### src/rtl/spi_slave_interface.sv
// SPI mode-0 slave, LSB first, 8-bit bytes, several bytes per cs-low frame, oversampled in the clk domain.
// Define SPI_SLAVE_STATUS_EN to add rx_ack, tx_underrun and rx_overrun.
module spi_slave_interface #(
    parameter int         SYNC_STAGES  = 2,
    parameter logic [7:0] TX_IDLE_BYTE = 8'h00
) (
    input  logic       clk,
    input  logic       arst,
    input  logic       scl,
    input  logic       cs,
    input  logic       mosi,
    output logic       miso,
    output logic [7:0] rx_byte,
    output logic       rx_valid,
    input  logic [7:0] tx_byte,
    input  logic       tx_load,
    output logic       tx_ready,
    output logic       busy
`ifdef SPI_SLAVE_STATUS_EN
    ,
    input  logic       rx_ack,
    output logic       tx_underrun,
    output logic       rx_overrun
`endif
);

    typedef enum logic {
        ST_IDLE   = 1'b0,
        ST_ACTIVE = 1'b1
    } state_t;

    state_t r_state;
    state_t w_state_nxt;

    logic [SYNC_STAGES-1:0] r_scl_sync;
    logic [SYNC_STAGES-1:0] r_cs_sync;
    logic [SYNC_STAGES-1:0] r_mosi_sync;
    logic                   r_scl_last;
    logic                   r_cs_last;

    logic       w_scl_s;
    logic       w_cs_s;
    logic       w_mosi_s;
    logic       w_scl_rise;
    logic       w_scl_fall;
    logic       w_cs_rise;
    logic       w_cs_fall;

    logic       w_byte_start;
    logic       w_do_rise;
    logic       w_do_fall;
    logic       w_go_idle;
    logic       w_load_ok;
    logic [7:0] w_start_byte;

    logic [2:0] r_bit_cnt;
    logic [7:0] r_rx_shift;
    logic [7:0] r_rx_byte;
    logic       r_rx_done;
    logic       r_rx_valid;
    logic [7:0] r_tx_shift;
    logic [7:0] r_tx_hold;
    logic       r_tx_ready;
    logic       r_miso;
    logic       r_busy;

    // Input synchronizers plus one delayed copy of scl/cs for edge detection
    always_ff @(posedge clk or posedge arst) begin
        if (arst) begin
            r_scl_sync  <= '0;
            r_cs_sync   <= '0;
            r_mosi_sync <= '0;
            r_scl_last  <= 1'b0;
            r_cs_last   <= 1'b0;
        end else begin
            r_scl_sync  <= {r_scl_sync[SYNC_STAGES-2:0], scl};
            r_cs_sync   <= {r_cs_sync[SYNC_STAGES-2:0], cs};
            r_mosi_sync <= {r_mosi_sync[SYNC_STAGES-2:0], mosi};
            r_scl_last  <= r_scl_sync[SYNC_STAGES-1];
            r_cs_last   <= r_cs_sync[SYNC_STAGES-1];
        end
    end

    assign w_scl_s    = r_scl_sync[SYNC_STAGES-1];
    assign w_cs_s     = r_cs_sync[SYNC_STAGES-1];
    assign w_mosi_s   = r_mosi_sync[SYNC_STAGES-1];
    assign w_scl_rise = w_scl_s & ~r_scl_last;
    assign w_scl_fall = ~w_scl_s & r_scl_last;
    assign w_cs_rise  = w_cs_s & ~r_cs_last;
    assign w_cs_fall  = ~w_cs_s & r_cs_last;

    assign w_load_ok    = tx_load & r_tx_ready;
    assign w_start_byte = r_tx_ready ? TX_IDLE_BYTE : r_tx_hold;

    // Frame state register
    always_ff @(posedge clk or posedge arst) begin
        if (arst) begin
            r_state <= ST_IDLE;
        end else begin
            r_state <= w_state_nxt;
        end
    end

    // Next state and per-cycle action strobes; cs deassertion outranks any scl edge
    always_comb begin
        w_state_nxt  = r_state;
        w_byte_start = 1'b0;
        w_do_rise    = 1'b0;
        w_do_fall    = 1'b0;
        w_go_idle    = 1'b0;
        case (r_state)
            ST_IDLE: begin
                if (w_cs_fall) begin
                    w_state_nxt  = ST_ACTIVE;
                    w_byte_start = 1'b1;
                end else begin
                    w_state_nxt  = ST_IDLE;
                end
            end
            ST_ACTIVE: begin
                if (w_cs_rise) begin
                    w_state_nxt = ST_IDLE;
                    w_go_idle   = 1'b1;
                end else if (w_scl_rise) begin
                    w_do_rise = 1'b1;
                end else if (w_scl_fall) begin
                    if (r_bit_cnt == 3'd0) begin
                        w_byte_start = 1'b1;
                    end else begin
                        w_do_fall = 1'b1;
                    end
                end else begin
                    w_state_nxt = ST_ACTIVE;
                end
            end
            default: begin
                w_state_nxt = ST_IDLE;
            end
        endcase
    end

    // Bit counter, shift registers, miso and received-byte delivery
    always_ff @(posedge clk or posedge arst) begin
        if (arst) begin
            r_bit_cnt  <= 3'd0;
            r_rx_shift <= 8'h00;
            r_rx_byte  <= 8'h00;
            r_rx_done  <= 1'b0;
            r_rx_valid <= 1'b0;
            r_tx_shift <= 8'h00;
            r_miso     <= 1'b0;
            r_busy     <= 1'b0;
        end else begin
            r_rx_done  <= 1'b0;
            r_rx_valid <= r_rx_done;
            r_busy     <= (w_state_nxt == ST_ACTIVE);
            if (r_rx_done) begin
                r_rx_byte <= r_rx_shift;
            end
            if (w_go_idle) begin
                r_miso    <= 1'b0;
                r_bit_cnt <= 3'd0;
            end else if (w_do_rise) begin
                r_rx_shift[r_bit_cnt] <= w_mosi_s;
                r_bit_cnt             <= r_bit_cnt + 3'd1;
                if (r_bit_cnt == 3'd7) begin
                    r_rx_done <= 1'b1;
                end
            end else if (w_do_fall) begin
                r_miso <= r_tx_shift[r_bit_cnt];
            end else if (w_byte_start) begin
                r_tx_shift <= w_start_byte;
                r_miso     <= w_start_byte[0];
                r_bit_cnt  <= 3'd0;
            end
        end
    end

    // Holding register: a load in the byte-start cycle is kept for the following byte
    always_ff @(posedge clk or posedge arst) begin
        if (arst) begin
            r_tx_hold  <= 8'h00;
            r_tx_ready <= 1'b1;
        end else if (w_load_ok) begin
            r_tx_hold  <= tx_byte;
            r_tx_ready <= 1'b0;
        end else if (w_byte_start) begin
            r_tx_ready <= 1'b1;
        end
    end

    assign miso     = r_miso;
    assign rx_byte  = r_rx_byte;
    assign rx_valid = r_rx_valid;
    assign tx_ready = r_tx_ready;
    assign busy     = r_busy;

`ifdef SPI_SLAVE_STATUS_EN
    logic r_rx_unacked;
    logic r_tx_underrun;
    logic r_rx_overrun;

    // Status pulses; r_rx_done leads rx_valid by one cycle so the overrun pulse lines up with it
    always_ff @(posedge clk or posedge arst) begin
        if (arst) begin
            r_rx_unacked  <= 1'b0;
            r_tx_underrun <= 1'b0;
            r_rx_overrun  <= 1'b0;
        end else begin
            r_tx_underrun <= w_byte_start & r_tx_ready;
            r_rx_overrun  <= r_rx_done & r_rx_unacked & ~rx_ack;
            if (r_rx_done) begin
                r_rx_unacked <= 1'b1;
            end else if (rx_ack) begin
                r_rx_unacked <= 1'b0;
            end
        end
    end

    assign tx_underrun = r_tx_underrun;
    assign rx_overrun  = r_rx_overrun;
`endif

endmodule

### config.mk
export PLATFORM = sky130hd
export DESIGN_NAME = spi_slave_interface
export DESIGN_NICKNAME = d
export VERILOG_FILES = /design/src/rtl/spi_slave_interface.sv
export SDC_FILE = /design/constraint.sdc
export NUM_CORES = 1
export LEC_CHECK = 0
export CELL_PAD_IN_SITES_DETAIL_PLACEMENT = 1
export CELL_PAD_IN_SITES_GLOBAL_PLACEMENT = 2
export CORE_MARGIN = 5
export CORE_UTILIZATION = 38
export DETAILED_ROUTE_END_ITERATION = 8
export PLACE_DENSITY_LB_ADDON = 0.08
export SYNTH_ARGS = -nofsm -noshare
export SYNTH_HDL_FRONTEND = slang
export SYNTH_SLANG_ARGS = --single-unit
### constraint.sdc
create_clock -name clk -period 2.29 [get_ports clk]
set_input_delay 0.229 -clock clk [delete_from_list [all_inputs] [get_ports clk]]
set_output_delay 0.229 -clock clk [all_outputs]
set_load 0.01 [all_outputs]
Yosys cells after proc, flatten, opt, wreduce, memory -nomap -nowiden. Cells that the tools add are included.

Memories kept: 0. Register bits: 48. Word-level logic and storage cells: 80. Input port bits: 14. Memory bits (read-only): 0. RAM bits: 0. Bits in latches: 0.

Muxes and demuxes: 37. Bitwise operators: 13. Shifts and indexed selects: 0. Reduce and logical (&&, ||, !) cells: 9. Multipliers: 0. $lt $le $gt $ge: 2. Equal/unequal tests: 3. Divide/modulo/power cells: 0. Add/subtract/negate cells: 1.

Operators by type and width (count): two-way mux 1 bit (27); two-way mux 3 bit (4); bitwise mux 8 bit (1); two-way mux 8 bit (1); inverter 1 bit (8); AND reduction 2 bit (3); nonzero test 3 bit (2); bitwise AND 1 bit (5); < comparator 3 x 4 -> 1 bit, second input constant (1); one-hot mux 1 bit (2 select lines) (2); AND reduction 4 bit (1); adder 3 x 1 -> 3 bit, second input constant (1); binary-select mux 1 bit (select 3 bit) (1); demux 1 bit (select 3 bit) (1); equality test 3 bit, second input constant (1); >= comparator 3 x 1 -> 1 bit, second input constant (1); zero test 3 bit (1); inequality test 3 x 2 -> 1 bit, second input constant (1); inequality test 2 x 1 -> 1 bit, second input constant (1); nonzero test 2 bit (1); logical AND 1 bit (1).

Logic depth before layout (Yosys ltp).
Depth after elaboration: 10. Mapped depth: 7. Depth with buffers taken out: 6.

Worst setup path after synthesis. Ideal clock, no wire load.

Path type: flip-flop to flip-flop. From: register r_bit_cnt[0]. To: register r_tx_shift[0]. Required time: 2.165 ns. Arrival: 1.774 ns. Setup slack: 0.391 ns. Setup time: 0.125 ns. Cell stages (with the launch flop): 8. Clock period less this slack: 1.899 ns. Path through: dfrtp_1 buf_2 inv_1 ha_1 nor2b_1 o211a_1 a21oi_2 mux2_2.

Word-level cells in the longest chain between the ends: 8. Elaborated cells between the ends (all ways): 13.

Ends and longest elaborated chain: from (decl) (RTL line 56) `logic [2:0] r_bit_cnt;`; from (signal assigned) (RTL line 165) `r_bit_cnt <= r_bit_cnt + 3'd1;`; zero test 3 bit * (RTL line 127) `if (r_bit_cnt == 3'd0) begin`; two-way mux 1 bit (RTL line 127); two-way mux 1 bit (RTL line 126) `end else if (w_scl_fall) begin`; two-way mux 1 bit (RTL line 124) `end else if (w_scl_rise) begin`; two-way mux 1 bit (RTL line 121) `if (w_cs_rise) begin`; two-way mux 1 bit (RTL line 111) `case (r_state)`; inverter 1 bit (no source line); AND reduction 4 bit (no source line) *; to (signal assigned) (RTL line 172) `r_tx_shift <= w_start_byte;`; to (decl) (RTL line 61) `logic [7:0] r_tx_shift;`.

Mark *: on every way between the ends. The rest lies on a longest branch, timed or not. A chain may end at the register's enable or synchronous reset.

Worst setup path after layout.
From: register r_bit_cnt[1]. To: register r_tx_shift[3].

The elaborated chain is that of the path after synthesis.

==> results.toml <==
[grt]
grt_usage = 0.117
grt-ovfl-total = 0
grt_first_pass_wirelength_um = 6520
grt_max_degree = 25
grt_pass1_vias = 1339
antenna_found_initial = 0

[clock_network]
htreeDepth = 2
clock_path_buffers = 2
hold_buffers = 0
cts_resized = 0
cts_sinks = 48
cts_tree = "yes"
clk_latency_ns = 0.30
cts_buffers = 5
clock-root-buffer = "clkbuf_8"
cts_setup_buffers = 0
clkTransAtPathRegs_ns = 0.09

[synth]
syn_nets = 162
synth_edf_count = 0
synth_top_cell_area_share = 0.581
async_reset_ff_frac = 1.00
synth_area_leaders = "dfrtp_1, mux2_2, nor2b_1"
ys_seq_area_frac = 0.594
avgSynthCellArea_sq_um = 14.0
synth_seq_cells = 48
yosys.area.top_type = "dfrtp_1"
syn_area_sq_um = 2020
ys_types = 37
synthCells = 145
yosysMostFrequentCell = "dfrtp_1"
synth_common_cells = "dfrtp_1, mux2_2, nand2_1, nor2b_1"
yosysWarnings = 0
synth_ff_type = "dfrtp_1"

[timing]
drv_slew = 0
setup_tns_ns = 0
finalWorstSetupSlack_ns = 0.196
fin_skew_ns = 0.00863
period_minus_slack_ns = 2.09
worstMarginPinSlew_ns = 0.490
relSlewSlack = 0.673
hold_violations = 0
timing.hold.ws_ns = 0.294
rsz0062_at_grt = "no"
finalCritPeriodShare = 0.915
max_freq_ghz = 0.477
setup_viol = 0

[floorplanning]
num_io_pins = 26
die_x_um = 83.0
die_h_um = 83.0
placementRows = 26
core_area_sq_um = 5140
die-area_sq_um = 6890
start_util = 0.394

[power_and_ir_drop]
leakage_nw = 1.11
p_per_area_nw_per_um2 = 815
ir_worst_vdd_mv = 0.461

[critical_path]
worst-path-max-fanout = 9
critical_path_class = "reg -> reg"
cp-end-kind = "register"
crit_path_start_kind = "register"
worstPathRequired_ns = 2.47
critPathArrivalTime_ns = 2.27

[routing]
met1Wirelength_um = 1650
ant_nets = 0
wl_per_cell_um = 15.0
drtPass1Iterations = 2
drt_wl_total_um = 3690
drc_errors = 0
wl_met2_um = 1870
dr.max_layer_used = "met4"
avgViaCountPerCell = 4.90
via_count = 1206
drt_iter0_markers = 56
dr_wl_met3_um = 116

[flow_run]
drv_cap = 0

[worst_hold_path]
hold_path.class = "in -> async"

[final_layout]
diodes = 0
layout-drive-gt1-share = 0.290
fin_util = 0.478
syn2layout_area_growth_pct = 21.3
fin_nets = 192
fin_cells = 246

[run_status]
outcome = "completed"

[placement]
gp_congestion = 0.749
dp_cells = 238
port_buffers = 25
hpwl_um = 2810
pre_cts_slack_ns = 0.213
-- through the flow --
step                area [sq um]  total power, mW
floorplan                   2020             1.38
global placement            2360             1.49
detailed placement          2360             1.52
CTS                         2450             2.05
global route                2450             2.13
finish                      2450             2.00
-- path summary, 6_finish.rpt --
| kind | startpoint | depth (start not counted) | to | slack, ns |
|---|---|---|---|---|
| setup reg to reg | r_bit_cnt[1] | 6 | r_tx_shift[3] | 0.20 |
| setup / recovery | r_bit_cnt[1] | 6 | r_tx_shift[3] | 0.20 |
| max in group asynchronous | arst | 3 | tx_ready | 1.70 |
| hold / removal | arst | 3 | r_tx_hold[7] | 0.29 |
| min in group clk | r_cs_sync[0] | 0 | r_cs_sync[1] | 0.35 |
| hold reg to reg | r_cs_sync[0] | 0 | r_cs_sync[1] | 0.35 |
-- layout make-up --
cell class                 instances  area [sq um]
clock buffer                       7          86.3
clock inverter                     1          7.51
fill                             555          2690
inverter                           4          15.0
multi-input combinational         87           776
sequential                        48          1200
tap                               70          87.6
timing repair buffer              29           280
-- placed cells by master, fill, tap and decap left out, types with 2 or more instances in the layout --
cell and n:
nand3_1 2, inv_1 3, nand2_1 9, clkdlybuf4s50_1 25, nand4_1 3, dfrtp_1 47, mux4_2 2, nor2_1 3
clkbuf_8 6, mux2i_1 2, buf_4 4, mux2_2 31, nor2b_1 9, ha_1 3, o32ai_1 2
-- worst max-delay path, stage by stage (launching register included) --
cell	delay (ns)
dfrtp_1	0.48
inv_1	0.15
ha_1	0.22
nor2b_1	0.17
o211a_1	0.18
a21oi_2	0.39
mux2_2	0.40
-- logic make-up after synthesis --
logic type / synth area share
buffers and inverters: 0.0229
muxes: 0.210
adders and majority gates: 0.0235
DFF: 0.594
and+or+nand+nor: 0.109
AOI/OAI and AO/OA: 0.0402
-- flip-flops by register name, indices dropped and copies added, names as in the netlist --
register,flops
r_rx_shift,8
tx_ready,1
rx_byte,8
r_rx_done,1
r_tx_hold,8
r_cs_sync,2
rx_valid,1
busy,1
r_bit_cnt,3
r_scl_last,1
r_cs_last,1
r_tx_shift,8
r_scl_sync,2
r_mosi_sync,2
miso,1
-- power breakdown --
| part | internal (mW) | leakage, nW | total, mW | switching [mW] |
|---|---|---|---|---|
| clock network | 0.246 | 0.0445 | 0.512 | 0.267 |
| registers | 1.01 | 0.610 | 1.10 | 0.0953 |
| logic | 0.241 | 0.453 | 0.385 | 0.144 |
-- layer usage --
| metal | GRT usage | vias to the layer above |
|---|---|---|
| met1 | 0.147 | 610 |
| met3 | 0.0277 | 4 |
| met4 | 0.0624 | 0 |
| met2 | 0.187 | 17 |
| li1 | - | 575 |
| met5 | 0 | - |
Note: power is estimated with default switching activity, not from simulation.
